==> config.mk <==
export PLATFORM = sky130hd
export DESIGN_NAME = sme_feeder_flat
export DESIGN_NICKNAME = d
export VERILOG_FILES = /design/src/rtl/sme_pkg.sv /design/src/rtl/sme_feeder_if.sv /design/src/rtl/sme_line_buffer.sv /design/src/rtl/sme_feeder.sv /design/src/flat_wrapper.sv
export SDC_FILE = /design/constraint.sdc
export NUM_CORES = 1
export LEC_CHECK = 0
export BUFFER_PORTS_ARGS = -buffer_cell sky130_fd_sc_hd__buf_2
export CORE_AREA = 4 4 195 197
export DETAILED_ROUTE_END_ITERATION = 8
export DIE_AREA = 0 0 199 201
export GPL_TIMING_DRIVEN = 1
export PLACE_DENSITY = 0.56
export SETUP_SLACK_MARGIN = 0.02
export SYNTH_ARGS = -nofsm -noshare
export SYNTH_HDL_FRONTEND = slang
export SYNTH_SLANG_ARGS = --single-unit
==> constraint.sdc <==
create_clock -name clk -period 3.2 [get_ports clk]
set_input_delay 0.48 -clock clk [delete_from_list [all_inputs] [get_ports clk]]
set_output_delay 0.48 -clock clk [all_outputs]
set_load 0.01 [all_outputs]
==> src/rtl/sme_pkg.sv <==
// Shared constants and feeder state encoding for the string-matching engine.
package sme_pkg;

  localparam int STR_MAX = 32;
  localparam int PAT_MAX = 8;

  localparam logic [7:0] CH_TERM = 8'h0A;
  localparam logic [7:0] CH_STR  = 8'h53;
  localparam logic [7:0] CH_PAT  = 8'h50;

  // SME pattern metacharacters
  localparam logic [7:0] CH_ANY   = 8'h2E;
  localparam logic [7:0] CH_BOL   = 8'h5E;
  localparam logic [7:0] CH_EOL   = 8'h24;
  localparam logic [7:0] CH_STAR  = 8'h2A;
  localparam logic [7:0] CH_SPACE = 8'h20;

  typedef enum logic [2:0] {
    ST_TYPE,
    ST_LOAD,
    ST_DROP,
    ST_PLAY,
    ST_WAIT
  } feed_state_e;

  function automatic logic [5:0] rec_max(input logic is_pat);
    return is_pat ? 6'(PAT_MAX) : 6'(STR_MAX);
  endfunction

endpackage

==> src/rtl/sme_feeder_if.sv <==
// Byte stream in, SME character bus out. A byte transfers on a rising edge
// where in_valid && in_ready; in_ready never depends on in_valid.
interface sme_feeder_if;
  import sme_pkg::*;

  logic [7:0]  in_data;
  logic        in_valid;
  logic        in_ready;
  logic        sme_valid;
  logic [7:0]  chardata;
  logic        isstring;
  logic        ispattern;
  logic        busy;
  logic        rec_err;
  feed_state_e state;

  modport master (
    output in_data, in_valid, sme_valid,
    input  in_ready, chardata, isstring, ispattern, busy, rec_err, state
  );

  modport slave (
    input  in_data, in_valid, sme_valid,
    output in_ready, chardata, isstring, ispattern, busy, rec_err, state
  );

endinterface

==> src/rtl/sme_line_buffer.sv <==
// 32x8 record buffer: synchronous write, asynchronous read, storage not reset.
module sme_line_buffer (
  input  logic       clk,
  input  logic       we,
  input  logic [4:0] waddr,
  input  logic [7:0] wdata,
  input  logic [4:0] raddr,
  output logic [7:0] rdata
);

  logic [7:0] mem_q [32];

  always_ff @(posedge clk) begin
    if (we) mem_q[waddr] <= wdata;
  end

  assign rdata = mem_q[raddr];

endmodule

==> src/rtl/sme_feeder.sv <==
// Buffers newline-terminated S/P records and replays each one to SME as a
// gap-free burst, holding off input after a pattern until SME reports valid.
module sme_feeder
  import sme_pkg::*;
(
  input  logic         clk,
  input  logic         reset,
  sme_feeder_if.slave  bus
);

  feed_state_e state_q, state_d;
  logic [5:0]  len_q, len_d;
  logic [5:0]  rptr_q, rptr_d;
  logic        is_pat_q, is_pat_d;
  logic        str_loaded_q, str_loaded_d;
  logic        pat_since_str_q, pat_since_str_d;
  logic [7:0]  chardata_q, chardata_d;
  logic        isstring_q, isstring_d;
  logic        ispattern_q, ispattern_d;
  logic        rec_err_q, rec_err_d;

  logic        in_ready;
  logic        xfer;
  logic        buf_we;
  logic [4:0]  buf_raddr;
  logic [7:0]  buf_rdata;

  // Gated by reset so the stream is held off while reset is asserted.
  assign in_ready = reset && (state_q == ST_TYPE || state_q == ST_LOAD || state_q == ST_DROP);
  assign xfer     = bus.in_valid && in_ready;

  // Address 0 outside PLAY lets the terminator cycle preload byte 0.
  assign buf_raddr = (state_q == ST_PLAY) ? rptr_q[4:0] : 5'd0;

  sme_line_buffer u_buf (
    .clk   (clk),
    .we    (buf_we),
    .waddr (len_q[4:0]),
    .wdata (bus.in_data),
    .raddr (buf_raddr),
    .rdata (buf_rdata)
  );

  always_comb begin
    state_d         = state_q;
    len_d           = len_q;
    rptr_d          = rptr_q;
    is_pat_d        = is_pat_q;
    str_loaded_d    = str_loaded_q;
    pat_since_str_d = pat_since_str_q;
    chardata_d      = 8'h00;
    isstring_d      = 1'b0;
    ispattern_d     = 1'b0;
    rec_err_d       = 1'b0;
    buf_we          = 1'b0;

    case (state_q)
      ST_TYPE: begin
        if (xfer) begin
          if (bus.in_data == CH_STR) begin
            // A second string before any pattern would be appended by SME.
            if (str_loaded_q && !pat_since_str_q) begin
              rec_err_d = 1'b1;
              state_d   = ST_DROP;
            end else begin
              is_pat_d = 1'b0;
              len_d    = 6'd0;
              state_d  = ST_LOAD;
            end
          end else if (bus.in_data == CH_PAT) begin
            if (!str_loaded_q) begin
              rec_err_d = 1'b1;
              state_d   = ST_DROP;
            end else begin
              is_pat_d = 1'b1;
              len_d    = 6'd0;
              state_d  = ST_LOAD;
            end
          end else if (bus.in_data != CH_TERM) begin
            rec_err_d = 1'b1;
            state_d   = ST_DROP;
          end
        end
      end

      ST_LOAD: begin
        if (xfer) begin
          if (bus.in_data == CH_TERM) begin
            if (len_q != 6'd0) begin
              chardata_d  = buf_rdata;
              isstring_d  = !is_pat_q;
              ispattern_d = is_pat_q;
              rptr_d      = 6'd1;
              state_d     = ST_PLAY;
            end else begin
              state_d = ST_TYPE;
            end
          end else if (len_q == rec_max(is_pat_q)) begin
            rec_err_d = 1'b1;
            state_d   = ST_DROP;
          end else begin
            buf_we = 1'b1;
            len_d  = len_q + 6'd1;
          end
        end
      end

      ST_DROP: begin
        if (xfer && bus.in_data == CH_TERM) state_d = ST_TYPE;
      end

      ST_PLAY: begin
        if (rptr_q != len_q) begin
          chardata_d  = buf_rdata;
          isstring_d  = !is_pat_q;
          ispattern_d = is_pat_q;
          rptr_d      = rptr_q + 6'd1;
        end else if (is_pat_q) begin
          state_d = ST_WAIT;
        end else begin
          str_loaded_d    = 1'b1;
          pat_since_str_d = 1'b0;
          state_d         = ST_TYPE;
        end
      end

      ST_WAIT: begin
        if (bus.sme_valid) begin
          pat_since_str_d = 1'b1;
          state_d         = ST_TYPE;
        end
      end

      default: state_d = ST_TYPE;
    endcase
  end

  always_ff @(posedge clk or negedge reset) begin
    if (!reset) begin
      state_q         <= ST_TYPE;
      len_q           <= 6'd0;
      rptr_q          <= 6'd0;
      is_pat_q        <= 1'b0;
      str_loaded_q    <= 1'b0;
      pat_since_str_q <= 1'b0;
      chardata_q      <= 8'h00;
      isstring_q      <= 1'b0;
      ispattern_q     <= 1'b0;
      rec_err_q       <= 1'b0;
    end else begin
      state_q         <= state_d;
      len_q           <= len_d;
      rptr_q          <= rptr_d;
      is_pat_q        <= is_pat_d;
      str_loaded_q    <= str_loaded_d;
      pat_since_str_q <= pat_since_str_d;
      chardata_q      <= chardata_d;
      isstring_q      <= isstring_d;
      ispattern_q     <= ispattern_d;
      rec_err_q       <= rec_err_d;
    end
  end

  assign bus.in_ready  = in_ready;
  assign bus.chardata  = chardata_q;
  assign bus.isstring  = isstring_q;
  assign bus.ispattern = ispattern_q;
  assign bus.busy      = (state_q != ST_TYPE);
  assign bus.rec_err   = rec_err_q;
  assign bus.state     = state_q;

endmodule

==> src/flat_wrapper.sv <==
// flat-port wrapper written by rule: the top's interface ports become plain ports
module sme_feeder_flat import sme_pkg::*;
  (clk, reset, bus_in_data, bus_in_valid, bus_sme_valid, bus_in_ready, bus_chardata, bus_isstring, bus_ispattern, bus_busy, bus_rec_err, bus_state);
  sme_feeder_if bus_i ();
  input  logic clk;
  input  logic reset;
  input wire logic [$bits(bus_i.in_data)-1:0] bus_in_data;
  input wire logic [$bits(bus_i.in_valid)-1:0] bus_in_valid;
  input wire logic [$bits(bus_i.sme_valid)-1:0] bus_sme_valid;
  output wire logic [$bits(bus_i.in_ready)-1:0] bus_in_ready;
  output wire logic [$bits(bus_i.chardata)-1:0] bus_chardata;
  output wire logic [$bits(bus_i.isstring)-1:0] bus_isstring;
  output wire logic [$bits(bus_i.ispattern)-1:0] bus_ispattern;
  output wire logic [$bits(bus_i.busy)-1:0] bus_busy;
  output wire logic [$bits(bus_i.rec_err)-1:0] bus_rec_err;
  output wire logic [$bits(bus_i.state)-1:0] bus_state;
  assign bus_i.in_data = bus_in_data;
  assign bus_i.in_valid = bus_in_valid;
  assign bus_i.sme_valid = bus_sme_valid;
  assign bus_in_ready = bus_i.in_ready;
  assign bus_chardata = bus_i.chardata;
  assign bus_isstring = bus_i.isstring;
  assign bus_ispattern = bus_i.ispattern;
  assign bus_busy = bus_i.busy;
  assign bus_rec_err = bus_i.rec_err;
  assign bus_state = bus_i.state;
  sme_feeder u_core (.clk(clk), .reset(reset), .bus(bus_i));
endmodule
; ---- Word-level counts from Yosys, hierarchy flattened
; Memories as Yosys holds them, arrays and structs flattened.
; Cells that the tools add are included.
[totals]
n_memories = 1
word_cells = 134
ramBits = 256
output_inout_bits = 16
reg_bits = 29
[memory_table]
columns = name, words, word_bits, read_ports, rd_clocked_by_memory_dff, wr, line
row1 = u_core.u_buf.mem_q, 32, 8, 1, 0, 1, sme_line_buffer.sv:11  ; logic [7:0] mem_q [32];
[classes]
muxes = 70
n_eq_ne = 27
n_reduce_logical = 22
n_bitwise = 2
n_addsub = 2
[ops]
columns = operator, count
row1 = 6-bit two-way mux, 13
row2 = 3-bit two-way mux, 11
row3 = 8-bit two-way mux, 4
row4 = 1-bit two-way mux, 30
row5 = 6-bit case mux with 2 select lines, 2
row6 = 2-bit != test (second input constant), 10
row7 = 8-bit by 7-bit equality test with 1-bit output (second input constant), 2
row8 = 8-bit case mux with 2 select lines, 1
row9 = 3-bit case mux with 5 select lines, 1
row10 = 6-bit by 1-bit adder with 6-bit output (second input constant), 2
row11 = 5-bit AND reduction, 2
row12 = 2-bit nonzero test, 5
row13 = 3-bit != test (second input constant), 3
row14 = 8-bit by 4-bit equality test with 1-bit output (second input constant), 1
row15 = 8-bit by 4-bit != test with 1-bit output (second input constant), 1
row16 = 1-bit case mux with 2 select lines, 4
row17 = 8-bit AND reduction, 1
row18 = 7-bit AND reduction, 1
row19 = 3-bit by 2-bit equality test with 1-bit output (second input constant), 2
row20 = 6-bit equality test, 1
row21 = 2-bit two-way mux, 3
row22 = 6-bit != test, 1
row23 = 6-bit nonzero test, 1
row24 = 5-bit two-way mux, 1
row25 = other kinds (13), 20

; ---- Longest topological paths before layout
[logic_depth]
word_depth = 9
ltp_mapped = 10
ltp_nobuf = 7

; ---- By module
; From an unflattened synthesis, not the netlist that was laid out.
[unflattened]
cells_unflattened = 574
hier_area_um2 = 11526.1
[by_module_without_submodules]
columns = mod, n_inst, area_each_um2, cells_per_inst, seq_area_each_um2
row1 = sme_line_buffer, 1, 9893.2, 409, 7687.4
row2 = sme_feeder, 1, 1632.8, 165, 725.7

; ---- Worst setup path before layout
; Ideal clock, no wire load.
[synth_path]
path_kind = reg2reg
from = register u_core.state_q[2] (netlist: u_core.bus.state[2])
to = memory u_core.u_buf.mem_q[13][0] (enable)
stages_incl_launch_ff = 6
setup_ps = 370
t_arrival_ps = 2097
path_buffers = 1
period_less_slack_ps = 2467
path_slack_ps = 733
cell_sequence = dfrtp_1 > nor3b_1 > and4_1 > clkbuf_1 > nand2_1 > nor2_1
[synth_between]
elab_chain_cells = 9
word_cells_on_any_way = 11
[synth_lines]
columns = item, line
row1 = from (decl), sme_feeder.sv:11  ; feed_state_e state_q, state_d;
row2 = from (signal assigned), sme_feeder.sv:151  ; state_q <= state_d;
row3 = 3-bit by 1-bit equality test with 1-bit output / 3-bit zero test (equally long branches), "sme_feeder.sv:29, sme_feeder.sv:57"
row4 = 1-bit logical OR (2 in series), sme_feeder.sv:29  ; assign in_ready = reset && (state_q == ST_TYPE || state_q == ST_LOAD || state_q == ST_DROP);
row5 = 1-bit logical AND, sme_feeder.sv:29
row6 = 1-bit logical AND, sme_feeder.sv:30  ; assign xfer = bus.in_valid && in_ready;
row7 = 1-bit two-way mux, sme_feeder.sv:87  ; if (xfer) begin
row8 = 1-bit two-way mux *, sme_feeder.sv:57  ; case (state_q)
row9 = 1-bit two-way mux *, sme_line_buffer.sv:14  ; if (we) mem_q[waddr] <= wdata;
row10 = 1-bit two-way mux (implied by the code) *, sme_line_buffer.sv:14
row11 = to (decl), sme_line_buffer.sv:11
; Mark *: on every way between the ends. The rest lies on a longest branch, timed or not.

; ---- Final worst setup path
[layout_path]
from = register u_core.len_q[0]
to = memory u_core.u_buf.mem_q[10][2] (enable)
[layout_between]
elab_chain_cells = 7
[layout_lines]
columns = item, line
row1 = from (decl), sme_feeder.sv:12  ; logic [5:0] len_q, len_d;
row2 = from (signal assigned), sme_feeder.sv:152  ; len_q <= len_d;
row3 = 6-bit equality test, sme_feeder.sv:98  ; end else if (len_q == rec_max(is_pat_q)) begin
row4 = 1-bit two-way mux, sme_feeder.sv:98
row5 = 1-bit two-way mux, sme_feeder.sv:88  ; if (bus.in_data == CH_TERM) begin
row6 = 1-bit two-way mux, sme_feeder.sv:87
row7 = 1-bit two-way mux, sme_feeder.sv:57
row8 = 1-bit two-way mux, sme_line_buffer.sv:14
row9 = 1-bit two-way mux (implied by the code), sme_line_buffer.sv:14
; Several ways; a longest one is shown, not always the timed one.

==> impl_results.md <==
- Minimum clock period: just under 3 ns
- Hold Vio Cnt, Final: 0
- Root Buffer: clkbuf_16
- Routability congestion estimate: 0.850
- Largest family of logic cells by synthesized area: compound AO/OA/AOI/OAI gates
- Diode count: 0
- Total routed wirelength: 30800 microns
- Req. time, crit path: 3.37 ns
- Global-route wire length before repair: approximately 46000 microns
- IO Count: 28
- Num CTS Buffers: 29
- Synth warnings: 0
- Hpwl dp: around 20000 microns
- DR vias: ~7400
- Compound-cell area share of the yosys netlist: between 10% and 20%
- Netlist Area Pre-Place: between 10000 and 15000 sq um
- Worst Path Arrival: 3.07 ns
- Crit path capture type: register
- Vias in the first global route: between 7000 and 8000
- R2R Path End: u_core.u_buf.mem_q[10][2]
- Vias per inst: 5.42
- Die Area: about 40000 sq um
- Syn Inst Count: approximately 830
- Post-CTS setup repair buffer count: 0
- Part of the cycle the worst path needs: 90.7%
- Share of Yosys cell area claimed by the top area cell type: 64.6%
- RSZ-0062 raised after global routing: no
- Tightest Hold Check Type: input port to register
- Area leader, netlist: edfxtp_1
- GRT Overall Usage: 14.9%
- Sequential cell area: ~8400 sq um
- Worst slew margin: 45.6%
- Multi-input gate area: 3210 sq um
- Worst VDD drop: a little under 0.4 mV
- Setup violators final: 0
- WL/cell: about 23 microns
- Clk buf depth: 3
- Fraction of the mapped netlist area in adder cells: 0.526%
- Htree depth: 1
- Synthesized flop and latch total: roughly 290
- Synth top cells by count: edfxtp_1 (256), nor2_1 (66), a21oi_1 (58)
- F_max: approximately 0.34 GHz
- Die Y: ~200 microns
- Ys async rst share: 10.2%
- Setup TNS: 0 ns
- EDFF count, synth: 256
- Most used flip-flop cell after synthesis: edfxtp_1
- Flop-to-flop setup slack: 0.30 ns
- Initial Util: 32.8%
- Largest net degree at the start of global routing: 37
- Core ar.: 36300 sq um
- Worst-Margin Slew: 0.813 ns
- Worst-Skew Late Latency: between 0.5 and 0.6 ns
- Path depth of the worst reg2reg path: 7
- Most instantiated library cell after synthesis: edfxtp_1
- Grt total ovfl: 0
- CTS tree: yes
- Post-synth cell types: 57
- DR iter-0 viols: 1028
- P per Cell Area: 593 nW/um^2
- Skew final: around 0.015 ns
- Final ANT Viol Nets: 0
- Die width: 199 microns
- Clock sinks: 285
- Mux share of post-synthesis cell area: 5.85%
- Syn_area_per_cell: between 10 and 15 sq um
- Hold Path Depth: 2
- CP Max Fanout: 8
- Drt pass-1 iters: 7
- Drc violations: 0
- Worst reg2reg startpoint: u_core.len_q[0]
- Synth Area in XOR/XNOR: 0.442%
- Clk pin slew, worst setup/hold paths: 0.06 ns
- Area Growth Syn to Fin: 16.2%
- Setup crit start kind: register
- Number of port buffers: 27
- Post-layout util: 38.1%
- Fill cell count: between 3000 and 4000
- Layout cells sized above 1: a little under a fifth
- Synth Area in Simple Gates: under 10%
- Initial antenna violation count: 2
- Critical path start-end classification: register to register
- Final Max Tran Viols: 0
- Run status: finished, final reports clean
- Static Leak: between 4 and 5 nW
- Nets: slightly below 900
- Worst hold start: bus_sme_valid
- Row cnt: 70
- Ranking of synthesized cells by area: edfxtp_1 (65%), dfrtp_1 (6.1%), mux4_2 (3.0%)
- Sequential area share after synthesis: a little over two thirds
- Hold path endpoint: u_core.bus.state[2]
- Syn_nets: 842
- Max-Cap Viols: 0
-- worst max-delay path by stage --
| stage | startpoint | end | cells past startpoint | slack (ns) |
|---|---|---|---|---|
| 2_1_floorplan | u_core.bus.state[2] | u_core.u_buf.mem_q[13][0] | 5 | 0.73 |
| 3_3_place_gp | bus_in_data[7] | u_core.u_buf.mem_q[1][1] | 8 | 0.30 |
| 3_5_place_dp | bus_in_data[2] | u_core.u_buf.mem_q[22][0] | 7 | 0.27 |
| 4_1_cts | u_core.len_q[1] | u_core.u_buf.mem_q[22][1] | 7 | 0.32 |
| 5_1_grt | u_core.bus.state[2] | u_core.bus.chardata[5] | 7 | 0.12 |
| 6_report | u_core.len_q[0] | u_core.u_buf.mem_q[10][2] | 7 | 0.30 |
-- layout make-up --
class | count | area share (%)
flip-flops and latches | 285 | 60.9
multi-input cells | 472 | 23.2
clock buffers | 33 | 5.36
well taps | 468 | 4.24
repair buffers | 80 | 4.15
clock inverters | 21 | 1.94
inverters | 6 | 0.163
-- registers in the layout, summed over array words and instances (netlist names) --
| name | cells |
|---|---|
| u_core.bus.chardata | 8 |
| u_core.bus.ispattern | 1 |
| u_core.bus.isstring | 1 |
| u_core.bus.rec_err | 1 |
| u_core.bus.state | 3 |
| u_core.is_pat_q | 1 |
| u_core.len_q | 6 |
| u_core.pat_since_str_q | 1 |
| u_core.rptr_q | 6 |
| u_core.str_loaded_q | 1 |
| u_core.u_buf.mem_q | 256 |
-- critical path: stages (launching register included) --
cell	delay, ns
dfrtp_1	0.46
inv_1	0.13
ha_1	0.25
o211ai_1	0.16
and4_1	0.40
nand2_1	0.31
buf_4	0.26
nor2_1	0.57
-- per-stage QoR --
| step | area (sq um) | std cells | hold WS (ns) | total power [mW] | setup WS [ns] |
|---|---|---|---|---|---|
| after floorplan | 11900 | 825 | 0.184 | 4.49 | 0.733 |
| after global placement | 12800 | 1310 | 0.473 | 4.70 | 0.303 |
| after detailed placement | 12800 | 1310 | 0.486 | 4.70 | 0.272 |
| after CTS | 13800 | 1365 | 0.152 | 8.26 | 0.323 |
| after global routing | 13800 | 1365 | 0.186 | 8.46 | 0.118 |
| final | 13800 | 1365 | 0.170 | 8.20 | 0.299 |
-- where the power goes --
group          switching, mW  internal (mW)  leakage (nW)
registers             0.0747           4.08          2.67
logic                  0.297          0.180          1.33
clock network           1.42           2.15         0.484
total                   1.79           6.41          4.49
-- repair_timing --
action / in CTS / in global routing
setup endpoints to repair: 0 / 0
hold buffers: 1 / 0
endpoints found under the hold margin: 29 / 0
resized for setup: 0 / 0
-- cells in the final DEF (no fill, tap or decap), drive strengths merged, types with 15 or more instances in the layout --
master | netlist | routed
a21oi | 58 | 58
a221oi | 17 | 17
a31oi | 15 | 15
buf | 16 | 79
clkbuf | 46 | 33
dfrtp | 29 | 29
edfxtp | 256 | 256
mux2i | 20 | 20
mux4 | 16 | 16
nand2 | 40 | 40
nor2 | 66 | 66
nor3 | 19 | 19
o21ai | 37 | 37
o22ai | 18 | 18
-- metal layers --
metal | share of wire (%) | track usage, % | vias up | wire length (microns)
met4 | 2.2 | 3.15 | 0 | 668
met5 | 0 | 0 | - | 0
met3 | 6.8 | 2.47 | 41 | 2080
met2 | 46 | 23.1 | 270 | 14300
met1 | 45 | 22.3 | 3732 | 13800
li1 | - | - | 3353 | -
-- cell families (layout without fill, tap and decap cells) --
kind of cell	Yosys count	in the layout
AOI/OAI and AO/OA	201	201
xor gates and xnor gates	6	6
adders and majority gates	5	5
buffers and inverters	68	140
DFF	285	285
muxes	48	48
and+or+nand+nor	212	212
Power figures use the tool's default switching activity.
